--- config.mk ---
export PLATFORM = sky130hd
export DESIGN_NAME = dcache_store_buffer
export DESIGN_NICKNAME = d
export VERILOG_FILES = /design/src/rtl/dcache_sb_pkg.sv /design/src/rtl/dcache_sb_match.sv /design/src/rtl/dcache_store_buffer.sv
export SDC_FILE = /design/constraint.sdc
export NUM_CORES = 2
export LEC_CHECK = 0
export CAP_MARGIN = 40
export CORE_MARGIN = 2
export CORE_UTILIZATION = 30
export DETAILED_ROUTE_END_ITERATION = 16
export PLACE_DENSITY_LB_ADDON = 0.3
export SLEW_MARGIN = 20
export SYNTH_ARGS = -nofsm -noshare
export SYNTH_HDL_FRONTEND = slang
export SYNTH_HIERARCHICAL = 1
export SYNTH_SLANG_ARGS = --single-unit
--- constraint.sdc ---
create_clock -name clk_i -period 6 [get_ports clk_i]
set_input_delay 0.6 -clock clk_i [delete_from_list [all_inputs] [get_ports clk_i]]
set_output_delay 0.6 -clock clk_i [all_outputs]
set_load 0.05 [all_outputs]
--- src/rtl/dcache_sb_pkg.sv ---
// Shared types for the L1 data cache store buffer.
//   sb_entry_t  : one buffered word {valid, word_addr, data, be}
//   sb_state_e  : drain FSM states
//   sb_merge()  : writes enabled byte lanes of a store into an entry
package dcache_sb_pkg;

    // Word addresses are stored at a fixed maximum width. The top zero-extends its
    // narrower address into this field, and the upper bits stay constant zero.
    localparam int unsigned SbWordAddrW = 61;

    typedef struct packed {
        logic                   valid;
        logic [SbWordAddrW-1:0] word_addr;
        logic [63:0]            data;
        logic [7:0]             be;
    } sb_entry_t;

    typedef enum logic [1:0] {
        StIdle,
        StReq,
        StTag
    } sb_state_e;

    function automatic sb_entry_t sb_merge(sb_entry_t e, logic [63:0] data, logic [7:0] be);
        sb_entry_t r;
        r = e;
        for (int b = 0; b < 8; b++) begin
            if (be[b]) r.data[8*b +: 8] = data[8*b +: 8];
        end
        r.be = e.be | be;
        return r;
    endfunction

endpackage

--- src/rtl/dcache_sb_match.sv ---
// Word-address comparator over all store buffer entries.
//   valid_i  : per-entry qualifier (entries that may match)
//   addr_i   : flattened per-entry word addresses, entry i at [i*AW +: AW]
//   key_i    : word address to look up
//   head_i   : oldest entry, used to order the youngest-match search
//   match_o  : per-entry match vector
//   any_o    : at least one entry matches
//   sel_o    : youngest matching entry (nearest the tail); head_i when none match
module dcache_sb_match #(
    parameter int unsigned DEPTH = 4,
    parameter int unsigned AW    = 61,
    localparam int unsigned PW   = $clog2(DEPTH)
) (
    input  logic [DEPTH-1:0]    valid_i,
    input  logic [DEPTH*AW-1:0] addr_i,
    input  logic [AW-1:0]       key_i,
    input  logic [PW-1:0]       head_i,
    output logic [DEPTH-1:0]    match_o,
    output logic                any_o,
    output logic [PW-1:0]       sel_o
);

    always_comb begin
        match_o = '0;
        for (int unsigned i = 0; i < DEPTH; i++) begin
            match_o[i] = valid_i[i] && (addr_i[i*AW +: AW] == key_i);
        end
    end

    assign any_o = |match_o;

    // Valid entries are contiguous from the head, so walking oldest to youngest and
    // keeping the last hit yields the youngest match.
    always_comb begin
        sel_o = head_i;
        for (int unsigned k = 0; k < DEPTH; k++) begin
            if (match_o[head_i + PW'(k)]) sel_o = head_i + PW'(k);
        end
    end

endmodule

--- src/rtl/dcache_store_buffer.sv ---
// Coalescing store buffer feeding the L1 data cache store port.
//   st_*        : store unit handshake (valid/ready), byte address, data, byte enables
//   ld_addr_i / ld_match_o : load snoop against buffered words
//   data_req_o / data_gnt_i / address_index_o : cache index phase
//   tag_valid_o / address_tag_o : cache tag phase, always accepted
//   data_we_o / data_wdata_o / data_be_o : write data of the head entry
//   flush_i / flush_ack_o : drain-then-acknowledge flush handshake
//   empty_o     : no buffered entry and the drain FSM is idle
module dcache_store_buffer
    import dcache_sb_pkg::*;
#(
    parameter int unsigned DEPTH       = 4,
    parameter int unsigned INDEX_WIDTH = 12,
    parameter int unsigned TAG_WIDTH   = 44
) (
    input  logic                         clk_i,
    input  logic                         rst_i,
    input  logic                         st_valid_i,
    output logic                         st_ready_o,
    input  logic [INDEX_WIDTH+TAG_WIDTH-1:0] st_addr_i,
    input  logic [63:0]                  st_data_i,
    input  logic [7:0]                   st_be_i,
    input  logic [INDEX_WIDTH+TAG_WIDTH-1:0] ld_addr_i,
    output logic                         ld_match_o,
    output logic                         data_req_o,
    input  logic                         data_gnt_i,
    output logic [INDEX_WIDTH-1:0]       address_index_o,
    output logic [TAG_WIDTH-1:0]         address_tag_o,
    output logic                         tag_valid_o,
    output logic                         data_we_o,
    output logic [63:0]                  data_wdata_o,
    output logic [7:0]                   data_be_o,
    input  logic                         flush_i,
    output logic                         flush_ack_o,
    output logic                         empty_o
);

    localparam int unsigned PW  = $clog2(DEPTH);
    localparam int unsigned AW  = INDEX_WIDTH + TAG_WIDTH;
    localparam int unsigned WAW = AW - 3;
    localparam logic [PW:0] DepthCnt = (PW+1)'(DEPTH);

    sb_entry_t        entries_q [DEPTH];
    sb_entry_t        entries_d [DEPTH];
    logic [PW-1:0]    head_q, head_d, tail_q, tail_d;
    logic [PW:0]      count_q, count_d;
    sb_state_e        state_q, state_d;
    logic             flush_acked_q, flush_acked_d;

    logic [DEPTH-1:0]             valid_vec, merge_valid_vec;
    logic [DEPTH*SbWordAddrW-1:0] addr_flat;
    logic [SbWordAddrW-1:0]       st_waddr, ld_waddr;
    logic                         merge_hit, ld_hit;
    logic [PW-1:0]                merge_sel;
    logic [DEPTH-1:0]             unused_merge_match, unused_ld_match_vec;
    logic [PW-1:0]                unused_ld_sel;
    logic                         unused_low_bits;
    logic                         st_ready, push, alloc, pop, empty;
    sb_entry_t                    head_e;

    assign st_waddr = SbWordAddrW'(st_addr_i[AW-1:3]);
    assign ld_waddr = SbWordAddrW'(ld_addr_i[AW-1:3]);
    assign unused_low_bits = ^{st_addr_i[2:0], ld_addr_i[2:0]};

    always_comb begin
        valid_vec = '0;
        addr_flat = '0;
        for (int unsigned i = 0; i < DEPTH; i++) begin
            valid_vec[i] = entries_q[i].valid;
            addr_flat[i*SbWordAddrW +: SbWordAddrW] = entries_q[i].word_addr;
        end
        // The head in its tag phase is already committed to the cache: never merge into it.
        merge_valid_vec = valid_vec;
        if (state_q == StTag) merge_valid_vec[head_q] = 1'b0;
    end

    dcache_sb_match #(
        .DEPTH (DEPTH),
        .AW    (SbWordAddrW)
    ) u_merge_match (
        .valid_i (merge_valid_vec),
        .addr_i  (addr_flat),
        .key_i   (st_waddr),
        .head_i  (head_q),
        .match_o (unused_merge_match),
        .any_o   (merge_hit),
        .sel_o   (merge_sel)
    );

    dcache_sb_match #(
        .DEPTH (DEPTH),
        .AW    (SbWordAddrW)
    ) u_ld_match (
        .valid_i (valid_vec),
        .addr_i  (addr_flat),
        .key_i   (ld_waddr),
        .head_i  (head_q),
        .match_o (unused_ld_match_vec),
        .any_o   (ld_hit),
        .sel_o   (unused_ld_sel)
    );

    // Ready ignores the slot freed by a same-cycle pop, so a full buffer only takes merges.
    assign st_ready = (count_q < DepthCnt) || merge_hit;
    assign push     = st_valid_i && st_ready;
    assign alloc    = push && !merge_hit;
    assign pop      = (state_q == StTag);
    assign empty    = (count_q == '0) && (state_q == StIdle);
    assign head_e   = entries_q[head_q];

    // Entry storage and pointers
    always_comb begin
        entries_d = entries_q;
        head_d    = head_q;
        tail_d    = tail_q;
        if (push && merge_hit) begin
            entries_d[merge_sel] = sb_merge(entries_q[merge_sel], st_data_i, st_be_i);
        end else if (alloc) begin
            entries_d[tail_q].valid     = 1'b1;
            entries_d[tail_q].word_addr = st_waddr;
            entries_d[tail_q].data      = st_data_i;
            entries_d[tail_q].be        = st_be_i;
            tail_d = tail_q + PW'(1);
        end
        if (pop) begin
            entries_d[head_q].valid = 1'b0;
            head_d = head_q + PW'(1);
        end
        count_d = count_q + (PW+1)'(alloc) - (PW+1)'(pop);
        flush_acked_d = flush_i && (flush_acked_q || flush_ack_o);
    end

    always_ff @(posedge clk_i) begin
        if (rst_i) begin
            for (int unsigned i = 0; i < DEPTH; i++) entries_q[i] <= '0;
            head_q        <= '0;
            tail_q        <= '0;
            count_q       <= '0;
            flush_acked_q <= 1'b0;
        end else begin
            entries_q     <= entries_d;
            head_q        <= head_d;
            tail_q        <= tail_d;
            count_q       <= count_d;
            flush_acked_q <= flush_acked_d;
        end
    end

    // Drain FSM: state register
    always_ff @(posedge clk_i) begin
        if (rst_i) state_q <= StIdle;
        else       state_q <= state_d;
    end

    // Drain FSM: next state. Uses the post-push count so an accepted store requests next cycle.
    always_comb begin
        state_d = state_q;
        unique case (state_q)
            StIdle:  if (count_d != '0) state_d = StReq;
            StReq:   if (data_gnt_i) state_d = StTag;
            StTag:   state_d = (count_d != '0) ? StReq : StIdle;
            default: state_d = StIdle;
        endcase
    end

    // Drain FSM: outputs
    always_comb begin
        st_ready_o      = st_ready;
        ld_match_o      = ld_hit;
        data_req_o      = (state_q == StReq);
        tag_valid_o     = (state_q == StTag);
        data_we_o       = 1'b1;
        address_index_o = {head_e.word_addr[INDEX_WIDTH-4:0], 3'b000};
        address_tag_o   = head_e.word_addr[WAW-1:INDEX_WIDTH-3];
        data_wdata_o    = head_e.data;
        data_be_o       = head_e.be;
        empty_o         = empty;
        flush_ack_o     = flush_i && empty && !flush_acked_q;
    end

endmodule
* Yosys cells after proc, flatten, opt, wreduce, memory -nomap -nowiden
Cells that the tools add are included. W data, S select, Z words.
Cells by class: bitwise logic cells 7, reductions and logical operators 30, $add $sub $neg 6, order comparisons 12, equal/unequal tests 12, mux-type cells 59
Operators with widths (number):
- $bwmux W536 | 6
- $demux W134 S2 | 6
- $mux W536 | 3
- $mux W134 | 5
- $bmux W134 S2 | 2
- $eq A61 B53 Y1 | 8
- $mux W125 | 2
- $mux W8 | 17
- $mux W133 | 1
- $mux W72 | 1
- $logic_and A1 B1 Y1 | 19
- $lt A2 B3 Y1 const B | 4
- $mux W2 | 5
- $ge A3 B3 Y1 const B | 3
- $lt A3 B1 Y1 const B | 3
- $not A2 Y3 | 3
- $or A8 B8 Y8 | 1
- $reduce_or A4 Y1 | 2
- $bmux W1 S2 | 3
- $pmux W2 S3 | 1
- $mux W1 | 5
- $add A2 B1 Y2 const B | 2
- $add A2 B2 Y2 const B | 2
- $and A4 B4 Y4 | 1
- 17 further kinds | 21
Word-level totals: input bits 189, logic and storage cells 147, bits in registers 546, output and inout port bits 135

* Logic depth before layout (Yosys ltp)
depth after elaboration 23, mapped depth 22, gate-level depth less buffers 18

* Cells and area by module
Netlist, hierarchy kept.
Modules (own cells, without submodules):
- dcache_store_buffer | area each 25371.8 µm², cells an instance 2622, instances 1, seq. area each 10930.5 µm²
- dcache_sb_match | area each 3044.2 µm², cells an instance 417, instances 2, seq. area each 0.0 µm²

* Worst setup path before layout
Ideal clock, no wire load.
path kind reg-to-reg, start register state_q[1], end register state_q[0], period minus slack after synthesis 4408 ps, arrival time 4317 ps, stages on the path, launching flop included 20, slack 1592 ps, setup time 91 ps, path through dfxtp_1 > nor2b_1 > clkbuf_1 > a21boi_0 > o21ai_0 > a221o_1 > nor4_1 > and4_1 > or4_1 > buf_6 > nor3b_4 > inv_1 > ha_1 > inv_1 > ha_1 > inv_1 > fa_1 > xor2_1 > xnor2_1 > a311oi_1
On the way: word-level cells in the longest chain between the ends 12, elaborated cells on any way between the ends 21, those cells by class add/sub: 2; eq/ne: 4; mux: 3; reduce/logical: 12
Ends and longest elaborated chain:
- from (decl) | line dcache_store_buffer.sv:47 | sb_state_e state_q, state_d;
- from (signal assigned) | line dcache_store_buffer.sv:151 | if (rst_i) state_q <= StIdle;
- from (signal assigned) | line dcache_store_buffer.sv:152 | else state_q <= state_d;
- $eq A2 B2 Y1 (*)
- named net tag_valid_o | line dcache_store_buffer.sv:29 | output logic tag_valid_o,
- $mux W4 (*) | line dcache_store_buffer.sv:74 | if (state_q == StTag) merge_valid_vec[head_q] = 1'b0;
- named net merge_valid_vec[3] | line dcache_store_buffer.sv:50 | logic [DEPTH-1:0] valid_vec, merge_valid_vec;
- $logic_and A1 B1 Y1 (*) | line dcache_sb_match.sv:26 | match_o[i] = valid_i[i] && (addr_i[i*AW +: AW] == key_i);
- named net unused_merge_match[3] | line dcache_store_buffer.sv:55 | logic [DEPTH-1:0] unused_merge_match, unused_ld_match_vec;
- $reduce_or A4 Y1 (*) | line dcache_sb_match.sv:30 | assign any_o = |match_o;
- named net merge_hit | line dcache_store_buffer.sv:53 | logic merge_hit, ld_hit;
- $logic_or A1 B1 Y1 | line dcache_store_buffer.sv:104 | assign st_ready = (count_q < DepthCnt) || merge_hit;
- $logic_and A1 B1 Y1 | line dcache_store_buffer.sv:105 | assign push = st_valid_i && st_ready;
- $logic_and A1 B1 Y1 (*) | line dcache_store_buffer.sv:106 | assign alloc = push && !merge_hit;
- $add A3 B1 Y3 (*) | line dcache_store_buffer.sv:129 | count_d = count_q + (PW+1)'(alloc) - (PW+1)'(pop);
- $sub A3 B1 Y3 (*) | line dcache_store_buffer.sv:129
- $reduce_bool A3 Y1 (*) | line dcache_store_buffer.sv:159, dcache_store_buffer.sv:161
- $mux W1 / $ne A2 B1 Y1 (equally long branches)
- $pmux W2 S3 / $reduce_and A2 Y1 (equally long branches)
The timed path passes the listed nets; every way through them passes the cells marked *. A chain may end at the register's enable or synchronous reset.

* Final worst setup path
start input port st_addr_i[5], end output port st_ready_o
On the way: word-level cells in the longest chain between the ends 4, elaborated cells on any way between the ends 10, those cells by class eq/ne: 4; reduce/logical: 6
Ends and longest elaborated chain:
- from (decl) | line dcache_store_buffer.sv:20 | input logic [INDEX_WIDTH+TAG_WIDTH-1:0] st_addr_i,
- $eq A61 B53 Y1 | line dcache_sb_match.sv:26
- $logic_and A1 B1 Y1 | line dcache_sb_match.sv:26
- named net unused_merge_match[1] | line dcache_store_buffer.sv:55
- $reduce_or A4 Y1 | line dcache_sb_match.sv:30
- named net merge_hit | line dcache_store_buffer.sv:53
- $logic_or A1 B1 Y1 | line dcache_store_buffer.sv:104
- to (decl) | line dcache_store_buffer.sv:19 | output logic st_ready_o,
The timed path passes the listed nets, and every way through them passes these cells.

==> impl_metrics.csv <==
group,metric,value,unit
setup_path,reg2reg_setup_slack,1080,ps
clock_tree,clock_latency,640,ps
floorplan,num_rows,118,
routing,drc,0,
clock_tree,postCtsHoldBufs,0,
cells_and_area,final_common_cell,"dfxtp_1",
cells_and_area,drive_above_1_share,0.123,
grt,grt_pass1_vias,28100,
setup_path,crit_buf_inv,2,
timing,slew_headroom,0.377,
floorplan,die_y,327,um
routing,top_layer_used,"met5",
place,dpl.hpwl,99.4,mm
cells_and_area,final_cells,5139,
clock_tree,clk_pin_slew_worst_paths,50,ps
setup_path,cp_top_family,"simple AND/OR/NAND/NOR gates",
setup_path,crit_arrival,4780,ps
setup_path,cp_data_required_time,5400,ps
clock_tree,cts_buffers,71,
clock_tree,clock_sinks,546,
routing,routed_wl,143,mm
clock_tree,cts_buffer_depth,3,
synth,synth_cells,3440,
setup_path,cp-start-kind,"input pin",
hold_path,hp-start,"rst_i",
synth,yosys_warnings,6,
clock_tree,clock-root-buffer,"clkbuf_16",
setup_path,startpoint,"st_addr_i[5]",
cells_and_area,num-nets-final,3898,
routing,viasPerCell,5.85,
grt,grt_overflow,0,
routing,met2WireLength,62.6,mm
cells_and_area,seq_area,0.0109,mm2
timing,slew_viol_final,0,
cells_and_area,fin_util,0.371,
setup_path,critPathSlowestCell,"clkdlybuf4s50_1",
timing,post-route-period-util,0.897,
cells_and_area,synthToLayoutAreaGrowth,22.7,%
routing,drtAntennaViolNets,0,
timing,hold_viol_final,0,
power_and_ir_drop,ir_worst_vdd,0.000240,V
place,place_area,0.0360,mm2
routing,dr_wl_met3,16.1,mm
place,place.gp.congestion,1.06,
clock_tree,post_cts_resized,0,
floorplan,core,0.104,mm2
grt,grt_max_degree,165,
hold_path,min_path_type,"input pin to register",
place,numPortBuffers,313,
routing,wl_met1,57.0,mm
clock_tree,h-tree-depth,3,
cells_and_area,multiInputGateArea,0.0187,mm2
synth,avgSynthCellArea,9.12,um2
power_and_ir_drop,p_leak,12.2,nW
timing,finalSetupViolCount,0,
synth,synth_area,0.0314,mm2
timing,fin_skew,24.1,ps
cells_and_area,n_fill_cell,10500,
setup_path,cp-end-kind,"output pin",
cells_and_area,final_area,0.0385,mm2
routing,dr.first_iter.drc_count,3573,
clock_tree,cts_tree,"yes",
cells_and_area,final_cell_mix,"544 x dfxtp_1, 437 x nand2_1, 350 x o22ai_1, 312 x clkdlybuf4s50_1, 268 x a21oi_1",
floorplan,die_area,0.107,mm2
floorplan,start_util,0.303,
timing,max_clock_freq,186,MHz
timing,grt_setup_unrepaired,"false",
timing,finalSetupTns,0,ps
run,cap_violations,0,
routing,num_vias,30100,
grt,antenna_found_initial,21,
routing,drtPass1Iterations,8,
setup_path,slowest_delay,870,ps
routing,wire_per_inst,27.9,um
clock_tree,post_cts_buffers,0,
place,place_inst,5003,
timing,fin_crit,5380,ps
floorplan,pin_count,324,
setup_path,path_class,"input pin to output pin",
setup_path,path_cells,"clkdlybuf4s50_1 > xnor2_1 > nand4_1 > nor4_1 > nand4_1 > nor4_4 > or4_1 > nand2b_1 > clkdlybuf4s50_1",
grt,grt_pass1_wl,203,mm
power_and_ir_drop,power_density,322,mW/mm2
floorplan,die_w,327,um
grt,grt_usage,0.256,
setup_path,crit_path_max_fanout,3,
outcome,outcome,"finished clean",
timing,worst_pin_slew,935,ps
[layout make-up]
class / instances / share of cell area
Antenna cell: 7 / 0.000455
Clock buffer: 106 / 0.0562
Clock inverter: 21 / 0.00667
Inverter: 98 / 0.00969
Multi-Input combinational cell: 2562 / 0.487
Sequential cell: 546 / 0.284
Tap cell: 1380 / 0.0449
Timing Repair Buffer: 419 / 0.111
[worst paths after layout]
path / endpoint / depth (start not counted)
hold / removal: count_q[1]$_SDFF_PP0_ / 2
setup reg to reg: register / 12
hold reg to reg: register / 1
setup / recovery: st_ready_o / 9
[metal layers]
| layer | vias up | track usage |
|---|---|---|
| li1 | 13200 | - |
| met1 | 14700 | 0.336 |
| met2 | 1749 | 0.391 |
| met3 | 351 | 0.0721 |
| met4 | 32 | 0.112 |
| met5 | - | 0 |
[worst register-to-register path: stages (launching register included)]
cell and delay, ps:
dfxtp_1 420, xnor2_1 630, nand4_1 410, nor4_1 400, nand4_1 440, o41ai_1 400, a21o_1 160, and3_4 500
and4_1 720, nor2_8 40, buf_12 260, a22oi_1 260, o22ai_1 110
[power by group]
group	switching, mW	internal [mW]
Sequential	0.378	3.93
Clock	1.78	2.63
Combinational	2.31	1.37
Total	4.46	7.93
[through the flow]
step	worst slack [ps]	total power, mW	hold WS (ps)
detailed placement	630	7.98	489
global route	488	12.8	496
CTS	782	12.4	419
global placement	608	7.94	473
finish	618	12.4	438
floorplan	1590	6.56	453
Power figures use the tool's default switching activity.
